<file path="src/rtl/mult_div_unit.sv">
// Iterative HI/LO multiply/divide unit for the EX stage: 33-cycle radix-2 MULT/MULTU/DIV/DIVU,
// single-cycle MTHI/MTLO, and a stall request for the hazard logic while busy.
module mult_div_unit #(
    parameter int WIDTH = 32,
    parameter int CNT_W = 5
) (
    input  logic             clk,
    input  logic             rst_n,
    input  logic             start,
    input  logic [2:0]       op,
    input  logic [WIDTH-1:0] oper1,
    input  logic [WIDTH-1:0] oper2,
    input  logic             rd_req,
    output logic             busy,
    output logic             stall,
    output logic             done,
    output logic [WIDTH-1:0] hi,
    output logic [WIDTH-1:0] lo
);

    localparam logic [1:0] S_IDLE = 2'd0;
    localparam logic [1:0] S_CALC = 2'd1;
    localparam logic [1:0] S_FIX  = 2'd2;

    logic [1:0]           state;
    logic [CNT_W-1:0]     cnt;
    logic [2*WIDTH-1:0]   acc;
    logic [WIDTH-1:0]     mag_b;
    logic [WIDTH-1:0]     orig_a;
    logic                 sign_a, sign_b;
    logic                 is_div, is_signed;

    logic                 in_signed;
    logic [WIDTH-1:0]     abs1, abs2;
    logic [WIDTH:0]       sum, rem, diff;
    logic                 qbit;
    logic [2*WIDTH-1:0]   acc_nxt;
    logic [WIDTH-1:0]     fix_hi, fix_lo;

    assign busy  = (state != S_IDLE);
    assign stall = busy & (start | rd_req);

    always_comb begin
        in_signed = ~op[0];
        abs1 = (in_signed && oper1[WIDTH-1]) ? -oper1 : oper1;
        abs2 = (in_signed && oper2[WIDTH-1]) ? -oper2 : oper2;
    end

    // Multiply: LSB of acc selects an add into the upper half, then shift right.
    // Divide: restoring step on {remainder, next dividend bit}, quotient bit shifts in at LSB.
    always_comb begin
        sum     = '0;
        rem     = '0;
        diff    = '0;
        qbit    = 1'b0;
        acc_nxt = acc;
        if (!is_div) begin
            sum     = {1'b0, acc[2*WIDTH-1:WIDTH]} + (acc[0] ? {1'b0, mag_b} : '0);
            acc_nxt = {sum, acc[WIDTH-1:1]};
        end else begin
            rem = {acc[2*WIDTH-1:WIDTH], acc[WIDTH-1]};
            if (rem >= {1'b0, mag_b}) begin
                diff = rem - {1'b0, mag_b};
                qbit = 1'b1;
            end else begin
                diff = rem;
            end
            acc_nxt = {diff[WIDTH-1:0], acc[WIDTH-2:0], qbit};
        end
    end

    always_comb begin
        fix_hi = acc[2*WIDTH-1:WIDTH];
        fix_lo = acc[WIDTH-1:0];
        if (!is_div) begin
            if (is_signed && (sign_a ^ sign_b))
                {fix_hi, fix_lo} = -acc;
        end else if (mag_b == '0) begin
            fix_hi = orig_a;
            fix_lo = '1;
        end else if (is_signed) begin
            if (sign_a ^ sign_b)
                fix_lo = -acc[WIDTH-1:0];
            if (sign_a)
                fix_hi = -acc[2*WIDTH-1:WIDTH];
        end
    end

    always_ff @(posedge clk or negedge rst_n) begin
        if (!rst_n) begin
            state     <= S_IDLE;
            cnt       <= '0;
            acc       <= '0;
            mag_b     <= '0;
            orig_a    <= '0;
            sign_a    <= 1'b0;
            sign_b    <= 1'b0;
            is_div    <= 1'b0;
            is_signed <= 1'b0;
            done      <= 1'b0;
            hi        <= '0;
            lo        <= '0;
        end else begin
            done <= 1'b0;
            case (state)
                S_IDLE: begin
                    if (start) begin
                        if (!op[2]) begin
                            acc       <= {{WIDTH{1'b0}}, abs1};
                            mag_b     <= abs2;
                            orig_a    <= oper1;
                            sign_a    <= in_signed & oper1[WIDTH-1];
                            sign_b    <= in_signed & oper2[WIDTH-1];
                            is_div    <= op[1];
                            is_signed <= in_signed;
                            cnt       <= '0;
                            state     <= S_CALC;
                        end else if (op == 3'b100) begin
                            hi <= oper1;
                        end else if (op == 3'b101) begin
                            lo <= oper1;
                        end
                    end
                end
                S_CALC: begin
                    acc <= acc_nxt;
                    cnt <= cnt + 1'b1;
                    if (cnt == CNT_W'(WIDTH - 1))
                        state <= S_FIX;
                end
                S_FIX: begin
                    hi    <= fix_hi;
                    lo    <= fix_lo;
                    done  <= 1'b1;
                    state <= S_IDLE;
                end
                default: state <= S_IDLE;
            endcase
        end
    end

endmodule

</file>
<file path="config.mk">
export PLATFORM = sky130hd
export DESIGN_NAME = mult_div_unit
export DESIGN_NICKNAME = d
export VERILOG_FILES = /design/src/rtl/mult_div_unit.sv
export SDC_FILE = /design/constraint.sdc
export NUM_CORES = 1
export LEC_CHECK = 0
export BUFFER_PORTS_ARGS = -buffer_cell sky130_fd_sc_hd__buf_4
export CORE_MARGIN = 5
export CORE_UTILIZATION = 60
export CTS_CLUSTER_SIZE = 25
export DETAILED_ROUTE_END_ITERATION = 10
export PLACE_DENSITY_LB_ADDON = 0.25
export SLEW_MARGIN = 20
export SYNTH_ARGS = -nofsm -noshare
export SYNTH_HDL_FRONTEND = slang
export SYNTH_SLANG_ARGS = --single-unit
</file>
<file path="constraint.sdc">
create_clock -name clk -period 9.8 [get_ports clk]
set_clock_uncertainty 0.2 [all_clocks]
set_input_delay 1.47 -clock clk [delete_from_list [all_inputs] [get_ports clk]]
set_output_delay 1.47 -clock clk [all_outputs]
set_load 0.005 [all_outputs]
</file>
# Word-level counts from Yosys, hierarchy flattened
# Index checks and enable logic that the tools add are counted.
[word_totals] out_inout_bits=67 wordCells=89 inputBits=71 ff_bits=204
[op_classes] mux=36 bitwise=7 magnitude_cmp=1 reduce_logical=13 eq_ne=12 n_addsub=8
[op_table] op="$mux W32" count=21
[op_table] op="$mux W64" count=3
[op_table] op="$neg A32 Y32" count=4
[op_table] op="$pmux W32 S2" count=2
[op_table] op="$pmux W64 S2" count=1
[op_table] op="$neg A64 Y64" count=1
[op_table] op="$add A32 B32 Y33" count=1
[op_table] op="$ge A33 B32 Y1" count=1
[op_table] op="$logic_not A32 Y1" count=1
[op_table] op="$sub A32 B32 Y32" count=1
[op_table] op="$ne A2 B2 Y1 const B" count=7
[op_table] op="$mux W5" count=2
[op_table] op="$pmux W5 S2" count=1
[op_table] op="$reduce_and A3 Y1" count=3
[op_table] op="$eq A3 B3 Y1 const B" count=2
[op_table] op="$mux W2" count=3
[op_table] op="$reduce_bool A2 Y1" count=3
[op_table] op="$add A5 B1 Y5 const B" count=1
[op_table] op="$eq A5 B5 Y1 const B" count=1
[op_table] op="$reduce_and A5 Y1" count=1
[op_table] op="$pmux W2 S2" count=1
[op_table] op="$reduce_and A4 Y1" count=1
[op_table] op="$and A1 B1 Y1" count=3
[op_table] op="$logic_and A1 B1 Y1" count=3
[op_table] op="other kinds (7)" count=9

# Logic depth before layout (Yosys ltp)
# Gate-level depths: netlist (run 1).
[depth] depth_word=6 ltp_mapped=14 ltp_nobuf=13

# Worst setup path after synthesis (run 1)
# OpenSTA, ideal clock, no wires.
[synth_path] path_type="input -> register" from="in oper1[14]" to="reg acc[28]" setup_slack_ps=5834 path_buffers=1 t_required_ps=9477 cell_stages=9 setup_ps=123 t_arrival_ps=3643 cell_sequence="clkbuf_1 > or4_1 > or3_1 > or4_1 > nor3_1 > a31oi_1 > xor2_1 > o21ai_0 > nand2_1"
[synth_between] elab_chain_cells=5
[synth_rtl] item="start, declared" line_no="11" rtl="input logic [WIDTH-1:0] oper1,"
[synth_rtl] item="$neg A32 Y32" line_no="45" rtl="abs1 = (in_signed && oper1[WIDTH-1]) ? -oper1 : oper1;"
[synth_rtl] item="$mux W32" line_no="45"
[synth_rtl] item="$mux W64" line_no="108" rtl="if (!op[2]) begin"
[synth_rtl] item="$mux W64" line_no="107" rtl="if (start) begin"
[synth_rtl] item="$pmux W64 S2" line_no="105" rtl="case (state)"
[synth_rtl] item="end signal, assigned" line_no="109" rtl="acc <= {{WIDTH{1'b0}}, abs1};"
[synth_rtl] item="end signal, assigned" line_no="126" rtl="acc <= acc_nxt;"
[synth_rtl] item="end, declared" line_no="27" rtl="logic [2*WIDTH-1:0] acc;"
# No other way between the ends. The select of a mux whose other input is x is not followed.
# A chain may end at the register's enable or synchronous reset.

# Worst setup path after layout (run 1)
[layout_path] from="reg acc[0]" to="reg hi[24]"
[layout_between] elab_chain_cells=4
[layout_rtl] item="$neg A64 Y64" line_no="77" rtl="{fix_hi, fix_lo} = -acc;"
[layout_rtl] item="$mux W32" line_no="76" rtl="if (is_signed && (sign_a ^ sign_b))"
[layout_rtl] item="$mux W32" line_no="75" rtl="if (!is_div) begin"
[layout_rtl] item="$pmux W32 S2" line_no="105"
[layout_rtl] item="end signal, assigned" line_no="119" rtl="hi <= oper1;"
[layout_rtl] item="end signal, assigned" line_no="132" rtl="hi <= fix_hi;"
[layout_rtl] item="end, declared" line_no="17" rtl="output logic [WIDTH-1:0] hi,"
# No other way between the ends.

==> metrics.md, run 1 <==
| Metric | Value |
|---|---|
| Status | `finished clean` |
| Routed len/inst | `21.3 um` |
| Leak Pwr | `8.20 nW` |
| Total nets after synthesis | `2,286` |
| DRC violations left | `0` |
| Adder-cell share of the synthesized area | `5.60%` |
| Worst-Margin Slew | `1050 ps` |
| Initial antenna violation count | `0` |
| Crit path kind | `reg -> reg` |
| Clock root buffer master | `clkbuf_16` |
| First-pass GRT wire length | `85,400 um` |
| Worst EP required | `10,010 ps` |
| Hold Buf Count CTS | `0` |
| Synth Area in Simple Gates | `20.3%` |
| PostCTS Resize Cnt | `0` |
| Async set-reset flop share out of synthesis | `100%` |
| PD cells | `389 nW/um2` |
| Gr usage total | `34.0%` |
| Clk sink count | `204` |
| Total global routing overflow | `0` |
| Via count | `16,585` |
| Critical path launch point type | `flip-flop` |
| DPL Wire Length | `39,100 um` |
| Post-CTS setup buffer count | `0` |
| Placer Congestion | `0.967` |
| Pin count of the biggest net entering global routing | `106` |
| Vias in the first global route | `15,938` |
| Rel. slew slack | `29.7%` |
| F_max | `223 MHz` |
| Final Hold Viols | `0` |
| Initial Util | `60.9%` |
| Setup-failing EPs final | `0` |
| Clock latency on the worst-skew pair | `540 ps` |
| Antenna cells | `0` |
| Min Tclk post-route | `4490 ps` |
| Number of max-cap violations | `0` |
| Gate Count Post-Synth | `2,143` |
| Netlist cell types | `72` |
| 1st-iter DRT viols | `1,814` |
| Max-slew violation count | `0` |
| Syn Std Cell Area | `16,400 um2` |
| Hold crit path type | `reg -> reg` |
| RSZ-0062 raised after global routing | `no` |
| Core footprint | `26,900 um2` |
| CTS Buf Count | `24` |
| PortBufs | `137` |
| Die X-Extent | `175 um` |
| Dpl cell area | `17,400 um2` |
| Register area share after synthesis | `31.2%` |
| Layout Area Growth over Synthesis | `11.7%` |
| Synth Area in Compound Gates | `25.1%` |
| Clock transition at the registers of the reported paths | `60 ps` |
| Largest area contributor in the netlist | `dfrtp_1` |
| Sequential cell area | `5110 um2` |
| H-Tree Depth | `1` |
| Routed wire length | `53,900 um` |
| Yosys top cell area share | `31.2%` |
| DR pass1 iterations | `6` |
| Final period util | `45.8%` |
| Placement row count | `60` |
| Total Negative Setup Slacks | `0 ps` |
| Crit Path Max Fanout | `28` |
| Largest family of logic cells by synthesized area | `compound AO/OA/AOI/OAI gates` |
| Routed vias/inst | `6.54` |
| Ys Warns | `0` |
| Peak supply drop | `0.168 mV` |
| IO Pins | `138` |
| Synth area leaders | `dfrtp_1, nand2_1, o21ai_0` |
| Fin util | `68.0%` |
| Post-synthesis mux area share | `3.45%` |
| Final nets | `2,318` |
| Chip Height | `175 um` |
| CP arrival | `4700 ps` |
| Synth Flop Type | `dfrtp_1` |
| Synth Area in XOR/XNOR | `9.26%` |
| Die Footprint | `30,700 um2` |
| Clock buffer depth | `3` |
| CP Capture Type | `flip-flop` |
| Final Instance Area | `18,300 um2` |
| Area of the multi-input gates | `10,500 um2` |
| CTS tree | `done` |
| EDFF count, synth | `0` |
| Fill count | `2,340` |
| Final ANT Viol Nets | `0` |
| Post-synthesis sequential element count | `204` |
| Share of layout cells above drive strength 1 | `9.99%` |
| Avg Inst Size Synth | `7.63 um2` |
==> flip-flops by register name, summed over array words and instances (netlist names) <==
name,count
hi,32
orig_a,32
lo,32
acc,64
is_signed,1
state,2
sign_a,1
mag_b,32
cnt,5
done,1
sign_b,1
is_div,1
==> routing by layer <==
| metal | wire, um | vias to the layer above | track usage, % |
|---|---|---|---|
| li1 | - | 7709 | - |
| met1 | 21400 | 7836 | 43.7 |
| met2 | 25800 | 875 | 58.3 |
| met3 | 4610 | 165 | 5.06 |
| met4 | 2150 | 0 | 12.6 |
| met5 | 0 | - | 0 |
==> area by class of cell <==
cell class                      count  area share, %
Clock buffer                       36           3.98
Clock inverter                      8          0.781
Inverter                           64           1.31
Multi-Input combinational cell   1725           57.2
Sequential cell                   204           28.0
Tap cell                          341           2.33
Timing Repair Buffer              156           6.44
==> layout by cell type (no fill, tap or decap), types with 6 or more instances in the layout <==
cell type	instances
or3_1	14
o211ai_1	25
nor2_1	164
o41ai_1	13
nor3_1	48
o31ai_1	23
mux2i_1	53
inv_1	63
or4_1	8
o21bai_1	12
xor2_1	79
nand4_1	13
a22oi_1	18
and2_1	14
nor2b_1	7
nand2_1	348
o21ai_0	252
dfrtp_1	203
o21a_1	8
buf_4	155
a211oi_1	19
and3_1	23
o221ai_1	21
clkbuf_8	7
a221oi_1	6
o22ai_1	38
a31oi_1	24
nand2b_1	14
a21o_1	28
xnor2_1	94
nor4_1	24
ha_1	70
a21oi_1	153
clkbuf_16	25
nand3_1	37
or2_2	8
==> worst max-delay path: stages (launching register included) <==
cell and delay (ps):
dfrtp_1 490, clkinv_1 220, buf_4 390, ha_1 350
nand4b_1 430, nor4_4 920, a41oi_1 490, a21oi_1 270
nor2_1 70, a211oi_1 430, nor3_1 80
==> synthesized netlist by cell type, drive strengths merged (28+ instances only) <==
library cell,number
nand3,37
o22ai,38
o21ai,256
mux2i,53
dfrtp,204
a21o,28
inv,63
nor3,48
clkbuf,133
nor2,165
xor2,79
ha,70
nand2,350
xnor2,94
a21oi,153
==> cell families after synthesis <==
kind of cell	Yosys count
simple gates	745
compound gates	679
buf+inv	214
flops	204
xor+xnor	173
fa+ha+maj	72
mux	56
==> metrics by stage <==
| stage | total power, mW | hold slack, ps | setup slack, ps | std cells |
|---|---|---|---|---|
| finish | 7.11 | 277 | 5310 | 2534 |
| global route | 7.63 | 301 | 5220 | 2534 |
| CTS | 7.01 | 280 | 5530 | 2534 |
| detailed placement | 6.00 | 262 | 5260 | 2490 |
| global placement | 5.90 | 254 | 5250 | 2490 |
| floorplan | 4.72 | 240 | 5830 | 2143 |
==> path summary, 6_finish.rpt <==
kind | startpoint | end | slack (ps) | depth (start not counted)
hold reg to reg | lo[16]$_DFFE_PN0P_ | lo[16]$_DFFE_PN0P_ | 280 | 2
min in group asynchronous | rst_n | lo[6]$_DFFE_PN0P_ | 800 | 1
setup / recovery | acc[0]$_DFFE_PN0P_ | hi[24]$_DFFE_PN0P_ | 5310 | 10
max in group asynchronous | rst_n | is_div$_DFFE_PN0P_ | 7090 | 2
hold / removal | lo[16]$_DFFE_PN0P_ | lo[16]$_DFFE_PN0P_ | 280 | 2
setup reg to reg | acc[0]$_DFFE_PN0P_ | hi[24]$_DFFE_PN0P_ | 5310 | 10
==> power breakdown <==
group | switching (mW) | internal (mW)
Clock | 0.377 | 0.616
Sequential | 0.566 | 1.27
Combinational | 2.53 | 1.75
(Power assumes the default switching activity.)
==> inputs of run 2 (changes only) <==
- CORE_UTILIZATION: 60 -> 56
- clock period: 9.8 -> 4 ns (I/O delays scaled with it)
==> metrics.md, run 2 (synthesized netlist as in run 1, its figures left out) <==
| Metric | Value |
|---|---|
| Pin count of the biggest net entering global routing | `106 (unchanged)` |
| Routed len/inst | `20.5 um (-3.8%)` |
| Max-slew violation count | `0 (unchanged)` |
| FF-to-FF Start | `acc[0]$_DFFE_PN0P_` |
| Hold Buf Count CTS | `0 (unchanged)` |
| Via count | `16,796 (+1.3%)` |
| Number of flip-flops in the largest register | `64 (unchanged)` |
| Final ANT Viol Nets | `0 (unchanged)` |
| Clock root buffer master | `clkbuf_16` |
| Layout Area Growth over Synthesis | `15.4%` |
| Final Hold Viols | `4 (+4)` |
| Placed cell count | `2,590 (+4.0%)` |
| 1st-iter DRT viols | `1,749 (-3.6%)` |
| Number of max-cap violations | `0 (unchanged)` |
| H-Tree Depth | `1 (unchanged)` |
| Final hold slack | `-6.78 ps (-284 ps)` |
| Clock buffer depth | `3 (unchanged)` |
| Final period util | `94.1% (+48 points)` |
| Final nets | `2,379 (+2.6%)` |
| Routed vias/inst | `6.37 (-2.7%)` |
| Hold crit path type | `in -> async` |
| Initial antenna violation count | `0 (unchanged)` |
| Most frequent cells in the layout | `nand2_1, o21ai_0, buf_4, dfrtp_1, nor2_1` |
| CTS tree | `done` |
| Clock latency on the worst-skew pair | `530 ps (about the same)` |
| Largest reg by FF count | `acc` |
| DRC violations left | `0 (unchanged)` |
| Setup-failing EPs final | `0 (unchanged)` |
| Most common cell after layout, fill and taps aside | `nand2_1` |
| Leak Pwr | `8.53 nW (+4.0%)` |
| Crit path kind | `reg -> reg` |
| Clk sink count | `204 (unchanged)` |
| Critical Path Start | `acc[0]$_DFFE_PN0P_` |
| Peak supply drop | `0.423 mV (+150%)` |
| Gr usage total | `31.6% (-2.4 points)` |
| Fin util | `65.6% (-2.4 points)` |
| Worst-Margin Slew | `1070 ps (+19.9 ps)` |
| Placer Congestion | `0.951 (-1.6%)` |
| PD cells | `953 nW/um2 (+150%)` |
| Chip Height | `181 um (+3.3%)` |
| Worst EP required | `4200 ps (-5810 ps)` |
| CP Capture Type | `flip-flop` |
| Total Negative Setup Slacks | `0 ps (unchanged)` |
| Placement row count | `62 (+3.3%)` |
| Worst Reg-to-Reg Cells | `14 (+4)` |
| CP arrival | `3960 ps (-740 ps)` |
| Antenna cells | `0 (unchanged)` |
| Vias in the first global route | `16,078 (+0.88%)` |
| Total global routing overflow | `0 (unchanged)` |
| Min Tclk post-route | `3760 ps (-728 ps)` |
| Failing checks | `negative hold slack` |
| Die X-Extent | `181 um (+3.3%)` |
| RSZ-0062 raised after global routing | `no` |
| Share of layout cells above drive strength 1 | `12.5% (+2.5 points)` |
| Routed wire length | `54,000 um (+0.14%)` |
| Die Footprint | `32,700 um2 (+6.7%)` |
| DPL Wire Length | `40,000 um (+2.2%)` |
| Critical path launch point type | `flip-flop` |
| Tot Pwr | `18.0 mW (+150%)` |
| Status | `complete, but fails checks` |
| First-pass GRT wire length | `85,700 um (+0.32%)` |
| Final Non-Filler Cells | `2,637 (+4.1%)` |
| DR pass1 iterations | `8 (+2)` |
| IO Pins | `138 (unchanged)` |
| PortBufs | `137 (unchanged)` |
| Core footprint | `28,800 um2 (+7.1%)` |
| Initial Util | `56.8% (-4.0 points)` |
| F_max | `266 MHz (+19%)` |
| Rel. slew slack | `29.0% (-0.69 points)` |
| Crit Path Max Fanout | `7 (-75%)` |
| Clock transition at the registers of the reported paths | `60 ps (about the same)` |
| CTS Buf Count | `25 (+4.2%)` |
## run 2: changes by cell type in the layout (fill, tap and decap cells not counted), moves of 2 or more
cell and change:
buf_4 +57, buf_12 +3, bufinv_16 +3, clkbuf_8 -3, clkbuf_1 -2
## run 2: cell type report
| class | instances | area (um2) |
|---|---|---|
| fill | 2474 | 9910 |
| tap | 384 | 480 |
| clock inverter | 13 | 246 |
| clock buffer | 31 | 678 |
| multi-input combinational | 1725 | 10400 |
| sequential | 204 | 5110 |
| inverter | 64 | 244 |
| timing repair buffer | 216 | 1670 |
## run 2: path summary, 6_finish.rpt
check                                               to  slack [ps]
worst max-delay path               acc[63]$_DFFE_PN0P_         240
worst min-delay path                lo[12]$_DFFE_PN0P_          -7
worst max register to register     acc[63]$_DFFE_PN0P_         240
worst min register to register  orig_a[25]$_DFFE_PN0P_         270
max in group asynchronous           hi[20]$_DFFE_PN0P_        2720
min in group clk                    is_div$_DFFE_PN0P_          80
## run 2: worst max-delay path, cell delays in order (launching register included)
cell,delay [ps]
dfrtp_1,460
clkinvlp_4,180
buf_4,190
nor2_1,110
ha_1,290
and3_1,210
a221o_1,350
a21oi_1,130
a21boi_0,250
buf_4,190
o211a_1,210
o21ai_0,190
nor3b_1,190
o41ai_1,360
a2bb2oi_1,130
## run 2: timing repair
action,in CTS,in global routing
endpoints found under the setup margin,0,14
buffers inserted,0,3
gates resized for setup,0,2
## run 2: metal layers
| metal | global-route usage, % | vias to the layer above | share of wire (%) |
|---|---|---|---|
| li1 | - | 7821 | - |
| met1 | 41.5 | 7993 | 40 |
| met2 | 54.1 | 853 | 47 |
| met3 | 4.06 | 129 | 8.8 |
| met4 | 10.6 | 0 | 3.5 |
| met5 | 0 | - | 0 |
## run 2: power breakdown
| group | total (mW) | internal (mW) | switching (mW) |
|---|---|---|---|
| registers | 4.24 | 3.12 | 1.12 |
| clock network | 2.59 | 1.65 | 0.940 |
| logic | 11.2 | 4.65 | 6.51 |
## run 2: per-stage QoR
step                worst slack (ps)  cell area (um2)
floorplan                        656            16400
global placement                 133            17900
detailed placement              80.0            17900
CTS                             72.2            18800
global route                    98.0            18900
finish                           236            18900
